### src/rtl/spi_input_frontend_if.sv
// rtl/spi_input_frontend_if.sv - SPI pin, conditioned-level and shift-register signal bundle
interface spi_input_frontend_if #(
    parameter int WIDTH = 8
);
    logic             sclk_pin;
    logic             mosi_pin;
    logic             cs_pin;
    logic             sclk_cond;
    logic             mosi_cond;
    logic             cs_cond;
    logic             sclk_posedge;
    logic             mosi_posedge;
    logic             cs_posedge;
    logic             sclk_negedge;
    logic             mosi_negedge;
    logic             cs_negedge;
    logic             parallel_load;
    logic [WIDTH-1:0] parallel_in;
    logic [WIDTH-1:0] parallel_out;
    logic             serial_out;

    modport slave (
        input  sclk_pin, mosi_pin, cs_pin, parallel_load, parallel_in,
        output sclk_cond, mosi_cond, cs_cond,
        output sclk_posedge, mosi_posedge, cs_posedge,
        output sclk_negedge, mosi_negedge, cs_negedge,
        output parallel_out, serial_out
    );

    modport master (
        output sclk_pin, mosi_pin, cs_pin, parallel_load, parallel_in,
        input  sclk_cond, mosi_cond, cs_cond,
        input  sclk_posedge, mosi_posedge, cs_posedge,
        input  sclk_negedge, mosi_negedge, cs_negedge,
        input  parallel_out, serial_out
    );
endinterface

### src/rtl/spi_input_frontend.sv
// rtl/spi_input_frontend.sv - SPI pin synchronizer/debouncer with edge pulses and 8-bit shift register
module spi_input_frontend #(
    parameter int COUNTER_WIDTH = 3,
    parameter int WAIT_TIME     = 3,
    parameter int WIDTH         = 8
) (
    input  logic                 clk,
    input  logic                 rst_n,
    spi_input_frontend_if.slave  bus
);
    localparam logic [COUNTER_WIDTH-1:0] WAIT_CNT = COUNTER_WIDTH'(WAIT_TIME);

    // channel index: 0 = sclk, 1 = mosi, 2 = cs
    logic [2:0] pin;
    logic [2:0] cond;
    logic [2:0] rise;
    logic [2:0] fall;

    assign pin = {bus.cs_pin, bus.mosi_pin, bus.sclk_pin};

    for (genvar i = 0; i < 3; i++) begin : g_chan
        logic                     sync0;
        logic                     sync1;
        logic                     level;
        logic                     pulse_rise;
        logic                     pulse_fall;
        logic [COUNTER_WIDTH-1:0] count;

        always_ff @(posedge clk or negedge rst_n) begin
            if (!rst_n) begin
                sync0      <= 1'b0;
                sync1      <= 1'b0;
                level      <= 1'b0;
                pulse_rise <= 1'b0;
                pulse_fall <= 1'b0;
                count      <= '0;
            end else begin
                sync0      <= pin[i];
                sync1      <= sync0;
                pulse_rise <= 1'b0;
                pulse_fall <= 1'b0;
                if (level == sync1) begin
                    count <= '0;
                end else if (count == WAIT_CNT) begin
                    // sync1 has disagreed long enough: accept the new level
                    level      <= sync1;
                    count      <= '0;
                    pulse_rise <= sync1;
                    pulse_fall <= ~sync1;
                end else begin
                    count <= count + 1'b1;
                end
            end
        end

        assign cond[i] = level;
        assign rise[i] = pulse_rise;
        assign fall[i] = pulse_fall;
    end

    assign bus.sclk_cond    = cond[0];
    assign bus.mosi_cond    = cond[1];
    assign bus.cs_cond      = cond[2];
    assign bus.sclk_posedge = rise[0];
    assign bus.mosi_posedge = rise[1];
    assign bus.cs_posedge   = rise[2];
    assign bus.sclk_negedge = fall[0];
    assign bus.mosi_negedge = fall[1];
    assign bus.cs_negedge   = fall[2];

    logic [WIDTH-1:0] shift_reg;

    // parallel load outranks a coincident sclk rise
    always_ff @(posedge clk or negedge rst_n) begin
        if (!rst_n) begin
            shift_reg <= '0;
        end else if (bus.parallel_load) begin
            shift_reg <= bus.parallel_in;
        end else if (rise[0]) begin
            shift_reg <= {shift_reg[WIDTH-2:0], cond[1]};
        end
    end

    assign bus.parallel_out = shift_reg;
    assign bus.serial_out   = shift_reg[WIDTH-1];
endmodule

### src/flat_wrapper.sv
// flat-port wrapper written by rule: the top's interface ports become plain ports
module spi_input_frontend_flat 
#(
    parameter int COUNTER_WIDTH = 3,
    parameter int WAIT_TIME     = 3,
    parameter int WIDTH         = 8
)
  (clk, rst_n, bus_sclk_pin, bus_mosi_pin, bus_cs_pin, bus_parallel_load, bus_parallel_in, bus_sclk_cond, bus_mosi_cond, bus_cs_cond, bus_sclk_posedge, bus_mosi_posedge, bus_cs_posedge, bus_sclk_negedge, bus_mosi_negedge, bus_cs_negedge, bus_parallel_out, bus_serial_out);
  spi_input_frontend_if #(.WIDTH(WIDTH)) bus_i ();
  input  logic clk;
  input  logic rst_n;
  input wire logic [$bits(bus_i.sclk_pin)-1:0] bus_sclk_pin;
  input wire logic [$bits(bus_i.mosi_pin)-1:0] bus_mosi_pin;
  input wire logic [$bits(bus_i.cs_pin)-1:0] bus_cs_pin;
  input wire logic [$bits(bus_i.parallel_load)-1:0] bus_parallel_load;
  input wire logic [$bits(bus_i.parallel_in)-1:0] bus_parallel_in;
  output wire logic [$bits(bus_i.sclk_cond)-1:0] bus_sclk_cond;
  output wire logic [$bits(bus_i.mosi_cond)-1:0] bus_mosi_cond;
  output wire logic [$bits(bus_i.cs_cond)-1:0] bus_cs_cond;
  output wire logic [$bits(bus_i.sclk_posedge)-1:0] bus_sclk_posedge;
  output wire logic [$bits(bus_i.mosi_posedge)-1:0] bus_mosi_posedge;
  output wire logic [$bits(bus_i.cs_posedge)-1:0] bus_cs_posedge;
  output wire logic [$bits(bus_i.sclk_negedge)-1:0] bus_sclk_negedge;
  output wire logic [$bits(bus_i.mosi_negedge)-1:0] bus_mosi_negedge;
  output wire logic [$bits(bus_i.cs_negedge)-1:0] bus_cs_negedge;
  output wire logic [$bits(bus_i.parallel_out)-1:0] bus_parallel_out;
  output wire logic [$bits(bus_i.serial_out)-1:0] bus_serial_out;
  assign bus_i.sclk_pin = bus_sclk_pin;
  assign bus_i.mosi_pin = bus_mosi_pin;
  assign bus_i.cs_pin = bus_cs_pin;
  assign bus_i.parallel_load = bus_parallel_load;
  assign bus_i.parallel_in = bus_parallel_in;
  assign bus_sclk_cond = bus_i.sclk_cond;
  assign bus_mosi_cond = bus_i.mosi_cond;
  assign bus_cs_cond = bus_i.cs_cond;
  assign bus_sclk_posedge = bus_i.sclk_posedge;
  assign bus_mosi_posedge = bus_i.mosi_posedge;
  assign bus_cs_posedge = bus_i.cs_posedge;
  assign bus_sclk_negedge = bus_i.sclk_negedge;
  assign bus_mosi_negedge = bus_i.mosi_negedge;
  assign bus_cs_negedge = bus_i.cs_negedge;
  assign bus_parallel_out = bus_i.parallel_out;
  assign bus_serial_out = bus_i.serial_out;
  spi_input_frontend #(.COUNTER_WIDTH(COUNTER_WIDTH), .WAIT_TIME(WAIT_TIME), .WIDTH(WIDTH)) u_core (.clk(clk), .rst_n(rst_n), .bus(bus_i));
endmodule
### config.mk
export PLATFORM = sky130hd
export DESIGN_NAME = spi_input_frontend_flat
export DESIGN_NICKNAME = d
export VERILOG_FILES = /design/src/rtl/spi_input_frontend_if.sv /design/src/rtl/spi_input_frontend.sv /design/src/flat_wrapper.sv
export SDC_FILE = /design/constraint.sdc
export NUM_CORES = 1
export LEC_CHECK = 0
export CORE_MARGIN = 5
export CORE_UTILIZATION = 35
export CTS_CLUSTER_DIAMETER = 50
export CTS_CLUSTER_SIZE = 12
export DETAILED_ROUTE_END_ITERATION = 12
export GPL_ROUTABILITY_DRIVEN = 0
export MAX_ROUTING_LAYER = met4
export PLACE_DENSITY = 0.7
export SYNTH_ARGS = -nofsm -noshare
export SYNTH_HDL_FRONTEND = slang
export SYNTH_SLANG_ARGS = --single-unit
### constraint.sdc
create_clock -name clk -period 1.8 [get_ports clk]
set_clock_uncertainty 0.05 [all_clocks]
set_input_delay 0.45 -clock clk [delete_from_list [all_inputs] [get_ports clk]]
set_output_delay 0.45 -clock clk [all_outputs]
set_load 0.01 [all_outputs]
==> metrics.md, run 1 <==
| Metric | Value |
|---|---|
| Outcome | `completed` |
| Combinational family with the most area after synthesis | `simple AND/OR/NAND/NOR gates` |
| Most common cell after layout, fill and taps aside | `sky130_fd_sc_hd__dfrtp_1` |
| Areal power density over the cells | `1190 nW/um2` |
| Worst Path Arrival | `1250 ps` |
| Total track usage | `10.8%` |
| Antenna violations before repair | `0` |
| Ant diodes | `0` |
| Cell count after synthesis | `87` |
| Pin count of the biggest net entering global routing | `33` |
| Total via count after detailed routing | `785` |
| Full die area | `4830 um2` |
| # IOs | `32` |
| Longest Clk Path Bufs | `2` |
| Port Buf Inserts | `31` |
| Router iterations before antenna repair | `4` |
| Worst skew pair latency | `320 ps` |
| Crit-path max cell delay | `540 ps` |
| Avg Vias per Cell | `4.44` |
| Setup violators final | `0` |
| Die span in x | `69.5 um` |
| Buffers and inverters on the worst path | `1` |
| Final worst path period need | `1750 ps` |
| CTS tree | `done` |
| Fin. Hold Viols | `0` |
| Cell Rows | `21` |
| Slowest-stage cell, CP | `sky130_fd_sc_hd__clkdlybuf4s50_1` |
| Sequential cell area | `801 um2` |
| Portion of the clock cycle consumed by the worst path in the final layout | `97.0%` |
| Layout overhead on the synthesized area | `41.9%` |
| Max FO, Critical Path | `3` |
| Worst setup slack after layout | `53.5 ps` |
| Required time reported for the critical path endpoint | `1300 ps` |
| Reported leakage power | `0.846 nW` |
| Met3 Track Usage GR | `6.52%` |
| Depth of the CTS H-tree | `2` |
| Number of pins with negative max-slew slack in the final report | `0` |
| Post-DP HPWL | `1.58 mm` |
| CP startpoint kind | `flip-flop` |
| Area of the core | `3390 um2` |
| Count of nets after finishing | `147` |
| Placed cell areas | `1600 um2` |
| GR peak layer | `met2` |
| Share of the yosys chip area belonging to registers | `64.6%` |
| Number of buffers added by the clock tree synthesis step | `5` |
| DRC violation count after routing | `0` |
| Number of sinks handled by clock tree synthesis | `32` |
| Simple logic cell fraction of the synthesized area | `15.9%` |
| Final global-route overflow total | `0` |
| Antenna-violating nets left | `0` |
| Number of maximum-capacitance violations | `0` |
| Hold buffer count at CTS | `0` |
| Top cell family by delay on the critical path | `buffers and inverters` |
| Distinct cell type count of the synthesized netlist | `19` |
| Maximum achievable frequency | `0.573 GHz` |
| Clock Tree Root | `sky130_fd_sc_hd__clkbuf_4` |
| Setup crit end kind | `primary output` |
| Summed instance area of the synthesized netlist | `1240 um2` |
| Relative slew slack | `69.2%` |
| Mux share of post-synthesis cell area | `9.19%` |
| Share of synthesized cell area in full adder, half adder and majority cells | `3.03%` |
| Die height | `69.5 um` |
| Area share of xor/xnor cells in the synthesized design | `2.12%` |
| Type of the worst setup path | `flip-flop to primary output` |
| Fraction of met1 tracks used by global routing | `11.6%` |
| Initial standard-cell utilization of the core | `36.5%` |
| Global-route track usage on met2 | `15.9%` |
| Final design instance area without fill | `1760 um2` |
| Critical path cell sequence | `clkdlybuf4s50_1` |
| Number of warnings reported in the yosys synthesis log | `0` |
| Vias in the first global route | `863` |
| Routed length per placed instance | `12.7 um` |
| Clock-pin slew reported for the worst setup and hold paths after clock tree synthesis | `90 ps` |
| Layout cells sized above 1 | `19.1%` |
| Synth Area in Compound Gates | `3.23%` |
| Setup Slack @ Placement | `206 ps` |
| Global-route wire length before repair | `3.93 mm` |
| Number of synthesized register bits | `32` |
| Number of fill cells | `297` |
| Synthesized net count | `104` |
| Maximum VDD drop | `0.612 mV` |
| Slew at the pin closest to its max-slew limit | `460 ps` |
| Footprint of the multi-input gates | `414 um2` |
| Mean instance size in the synthesized netlist | `14.2 um2` |
| Hold WC Path Type | `flip-flop to flip-flop` |
| Detailed Route Iter0 Violations | `51` |
| Final wirelength | `2.25 mm` |
| Commonest cells after routing, fill and taps aside | `32 x sky130_fd_sc_hd__dfrtp_1, 23 x sky130_fd_sc_hd__clkdlybuf4s50_1` |
==> where the power goes <==
| group | internal (mW) | switching (mW) | leakage, nW | total (mW) |
|---|---|---|---|---|
| Sequential | 0.843 | 0.0656 | 0.406 | 0.908 |
| Clock | 0.369 | 0.234 | 0.0515 | 0.603 |
| Combinational | 0.337 | 0.239 | 0.388 | 0.575 |
==> cell families (layout without fill, tap and decap cells) <==
| kind of cell | after synthesis | count (layout) |
|---|---|---|
| AND/OR/NAND/NOR | 27 | 27 |
| adder cells (fa/ha/maj) | 3 | 3 |
| flip-flops | 32 | 32 |
| XOR/XNOR | 3 | 3 |
| multiplexers | 11 | 11 |
| buffers and inverters | 3 | 47 |
| AO/OA/AOI/OAI | 8 | 8 |
==> cell type report <==
type,count,area share [%]
Clock inverter,1,1.71
Tap cell,46,3.27
Timing Repair Buffer,39,22.2
Sequential cell,32,45.6
Multi-Input combinational cell,52,23.6
Clock buffer,7,3.70
==> cell usage after synthesis <==
library cell,n,area share (%)
sky130_fd_sc_hd__buf_4,1,0.61
sky130_fd_sc_hd__buf_2,1,0.40
sky130_fd_sc_hd__dfrtp_1,32,65
sky130_fd_sc_hd__nand2_1,8,2.4
sky130_fd_sc_hd__mux2_2,3,2.7
sky130_fd_sc_hd__nor3_1,1,0.40
sky130_fd_sc_hd__mux2i_1,8,6.5
sky130_fd_sc_hd__and3b_2,1,0.81
sky130_fd_sc_hd__o21ai_0,8,3.2
sky130_fd_sc_hd__xnor2_1,3,2.1
sky130_fd_sc_hd__nor3b_1,8,4.8
sky130_fd_sc_hd__nor3_2,1,0.81
sky130_fd_sc_hd__nor3b_2,1,1.0
sky130_fd_sc_hd__and3b_1,1,0.71
sky130_fd_sc_hd__nand2b_4,2,2.2
sky130_fd_sc_hd__ha_1,3,3.0
sky130_fd_sc_hd__nor2b_1,3,1.5
sky130_fd_sc_hd__nor2b_4,1,1.1
sky130_fd_sc_hd__buf_6,1,0.91
==> layer usage <==
metal | vias up | part of all wire (%)
met3 | 2 | 9.3
met1 | 367 | 45
li1 | 380 | -
met2 | 36 | 46
met5 | - | 0
met4 | 0 | 0.53
==> path summary, 6_finish.rpt <==
kind / startpoint / to / slack (ps) / depth (start not counted)
setup / recovery: u_core.bus.parallel_out[5]$_DFFE_PN0P_ / bus_parallel_out[5] / 50 / 1
hold / removal: u_core.g_chan[0].sync0$_DFF_PN0_ / u_core.g_chan[0].sync1$_DFF_PN0_ / 310 / 0
setup reg to reg: u_core.g_chan[1].count[0]$_DFF_PN0_ / u_core.bus.mosi_cond$_DFFE_PN0P_ / 560 / 3
hold reg to reg: u_core.g_chan[0].sync0$_DFF_PN0_ / u_core.g_chan[0].sync1$_DFF_PN0_ / 310 / 0
max in group asynchronous: rst_n / u_core.g_chan[0].sync1$_DFF_PN0_ / 950 / 2
min in group asynchronous: rst_n / u_core.bus.parallel_out[0]$_DFFE_PN0P_ / 460 / 2
==> flip-flops by register name, indices dropped and copies added (netlist names) <==
name	cells
u_core.bus.cs_cond	1
u_core.bus.cs_negedge	1
u_core.bus.cs_posedge	1
u_core.bus.mosi_cond	1
u_core.bus.mosi_negedge	1
u_core.bus.mosi_posedge	1
u_core.bus.parallel_out	8
u_core.bus.sclk_cond	1
u_core.bus.sclk_negedge	1
u_core.bus.sclk_posedge	1
u_core.g_chan.count	9
u_core.g_chan.sync0	3
u_core.g_chan.sync1	3
==> stage by stage <==
| step | total power [mW] | std cells | hold WS (ps) | utilization (%) | setup TNS [ps] |
|---|---|---|---|---|---|
| CTS | 2.12 | 174 | 310 | 50.6 | 0 |
| floorplan | 1.22 | 87 | 104 | - | 0 |
| detailed placement | 1.46 | 163 | 288 | 47.1 | 0 |
| global placement | 1.43 | 163 | 284 | 47.1 | 0 |
| finish | 2.09 | 177 | 308 | 51.9 | 0 |
| global route | 2.24 | 177 | 324 | 51.9 | -9.06 |
==> repair_timing <==
| item | in CTS | in global routing |
|---|---|---|
| pin swaps | 0 | 0 |
| resized for setup | 0 | 8 |
| hold endpoints to repair | 0 | 0 |
| endpoints found under the setup margin | 3 | 11 |
| buffers inserted | 3 | 3 |
Note: power is estimated with default switching activity, not from simulation.
==> inputs of run 2 (changes only) <==
GPL_TIMING_DRIVEN = 0   (was not set)
==> run 2 against run 1 <==
Utilization fell by 0.41 points. Combinational power rose by 2%. Global-route usage rose by 0.36 points. Critical path depth did not move. First-iteration DRC count fell by 67%. Sequential power rose by 0.8%. Sequential share of layout area rose by 0.36 points. Largest cell class unchanged. Wire length rose by 3.6%.
==> metrics.md, run 2 (synthesis results as in run 1) <==
| Metric | Value |
|---|---|
| Maximum VDD drop | `0.553 mV (-9.7%)` |
| Total via count after detailed routing | `819 (+4.3%)` |
| Reported leakage power | `0.854 nW (+1.0%)` |
| Type of the worst setup path | `flip-flop to primary output` |
| Outcome | `completed` |
| Post-DP HPWL | `1.63 mm (+3.4%)` |
| Routed length per placed instance | `13.1 um (+3.0%)` |
| Total track usage | `11.2% (+0.36 points)` |
| Cell Rows | `21 (unchanged)` |
| Layout overhead on the synthesized area | `40.8%` |
| Ant diodes | `0 (unchanged)` |
| CTS tree | `done` |
| Setup Total Neg Slack | `0 ps (unchanged)` |
| Hold buffer count at CTS | `0 (unchanged)` |
| # IOs | `32 (unchanged)` |
| Worst Path Arrival | `1260 ps (about the same)` |
| Buffers and inverters on the worst path | `1 (unchanged)` |
| Detailed Route Iter0 Violations | `17 (-67%)` |
| CP startpoint kind | `flip-flop` |
| Die span in x | `69.5 um (unchanged)` |
| Initial standard-cell utilization of the core | `36.5% (unchanged)` |
| Portion of the clock cycle consumed by the worst path in the final layout | `98.0% (+0.99 points)` |
| Port Buf Inserts | `31 (unchanged)` |
| Commonest cells after routing, fill and taps aside | `32 x sky130_fd_sc_hd__dfrtp_1, 20 x sky130_fd_sc_hd__clkdlybuf4s50_1, 9 x sky130_fd_sc_hd__dlymetal6s2s_1` |
| Final wirelength | `2.33 mm (+3.6%)` |
| Top cell family by delay on the critical path | `buffers and inverters` |
| Clock Tree Root | `sky130_fd_sc_hd__clkbuf_4` |
| Max FFs per register | `9 (unchanged)` |
| Number of buffers added by the clock tree synthesis step | `5 (unchanged)` |
| Hold WC Path Type | `primary input to asynchronous set/reset pin` |
| Final global-route overflow total | `0 (unchanged)` |
| Crit-path max cell delay | `560 ps (+20 ps)` |
| Most common cell after layout, fill and taps aside | `sky130_fd_sc_hd__dfrtp_1` |
| Pin count of the biggest net entering global routing | `33 (unchanged)` |
| Die height | `69.5 um (unchanged)` |
| Vias in the first global route | `902 (+4.5%)` |
| Number of sinks handled by clock tree synthesis | `32 (unchanged)` |
| Longest Clk Path Bufs | `2 (unchanged)` |
| Depth of the CTS H-tree | `2 (unchanged)` |
| Router iterations before antenna repair | `4 (unchanged)` |
| Slowest-stage cell, CP | `sky130_fd_sc_hd__clkdlybuf4s50_1` |
| Area of the core | `3390 um2 (unchanged)` |
| Final core utilization | `51.5% (-0.41 points)` |
| Max FO, Critical Path | `3 (unchanged)` |
| Setup crit end kind | `primary output` |
| Hold Slack | `97.5 ps (-211 ps)` |
| Number of pins with negative max-slew slack in the final report | `0 (unchanged)` |
| Final worst path period need | `1760 ps (+17.8 ps)` |
| Required time reported for the critical path endpoint | `1300 ps (about the same)` |
| Count of nets after finishing | `148 (+0.68%)` |
| Antenna-violating nets left | `0 (unchanged)` |
| Register ranked first by flip-flop count | `u_core.g_chan.count` |
| Maximum achievable frequency | `0.567 GHz (-1.0%)` |
| Clock-pin slew reported for the worst setup and hold paths after clock tree synthesis | `90 ps (about the same)` |
| Number of maximum-capacitance violations | `0 (unchanged)` |
| Worst skew pair latency | `320 ps (about the same)` |
| Slew at the pin closest to its max-slew limit | `669 ps (+209 ps)` |
| Relative slew slack | `55.4% (-14 points)` |
| Full die area | `4830 um2 (unchanged)` |
| Setup violators final | `0 (unchanged)` |
| Avg Vias per Cell | `4.60 (+3.7%)` |
| Antenna violations before repair | `0 (unchanged)` |
| Layout cells sized above 1 | `19.7% (+0.61 points)` |
| Global-route wire length before repair | `4.07 mm (+3.5%)` |
| Fin. Hold Viols | `0 (unchanged)` |
| Critical path cell sequence | `clkdlybuf4s50_1` |
| DRC violation count after routing | `0 (unchanged)` |
| Areal power density over the cells | `1160 nW/um2 (-2.5%)` |
==> run 2: report_power, final <==
group	switching [mW]	leakage, nW	internal (mW)
sequential	0.0718	0.406	0.843
combinational	0.246	0.406	0.339
clock	0.227	0.0422	0.291
==> run 2: timing repair <==
item | 4_1_cts | 5_1_grt
setup endpoints to repair | 4 | 10
gates resized for setup | 1 | 9
setup buffers | 4 | 2
==> run 2: layout make-up <==
cell class                      instances  area [um2]
Buffer                                  3        23.8
Clock buffer                            6        41.3
Clock inverter                          2        35.0
Fill cell                             276        1650
Multi-Input combinational cell         52         414
Sequential cell                        32         801
Tap cell                               46        57.6
Timing Repair Buffer                   37         372
==> run 2: worst reg2reg max path, cell delays in order (launching register included) <==
cell and delay (ps):
sky130_fd_sc_hd__dfrtp_1 380, sky130_fd_sc_hd__ha_1 190, sky130_fd_sc_hd__nor2b_4 190, sky130_fd_sc_hd__mux2_2 340
==> run 2: routing by layer <==
layer	up-vias	share of wire [%]	global-route usage, %	wire length (um)
li1	384	-	-	-
met1	388	43	11.8	1010
met2	43	45	16.5	1050
met3	4	9.7	6.67	226
met4	0	1.7	5.64	40
met5	-	0	-	0
==> run 2: final timing paths <==
path	from	endpoint	slack, ps	cells after the start
hold reg to reg	u_core.g_chan[1].sync0$_DFF_PN0_	u_core.g_chan[1].sync1$_DFF_PN0_	310	0
setup / recovery	u_core.bus.parallel_out[0]$_DFFE_PN0P_	bus_parallel_out[0]	40	1
max in group asynchronous	rst_n	u_core.g_chan[0].sync0$_DFF_PN0_	1160	1
min in group clk	u_core.g_chan[1].sync0$_DFF_PN0_	u_core.g_chan[1].sync1$_DFF_PN0_	310	0
setup reg to reg	u_core.g_chan[1].count[0]$_DFF_PN0_	u_core.bus.mosi_cond$_DFFE_PN0P_	540	3
hold / removal	rst_n	u_core.bus.mosi_negedge$_DFF_PN0_	100	1
==> run 2: stage by stage <==
stage	worst slack, ps	instance area, um2	cells	total power, mW
3_3_place_gp	-297	1610	164	1.43
4_1_cts	11.0	1710	176	2.05
5_1_grt	-23.5	1740	178	2.15
2_1_floorplan	616	1240	87	1.22
3_5_place_dp	-324	1610	164	1.47
6_report	35.8	1740	178	2.02
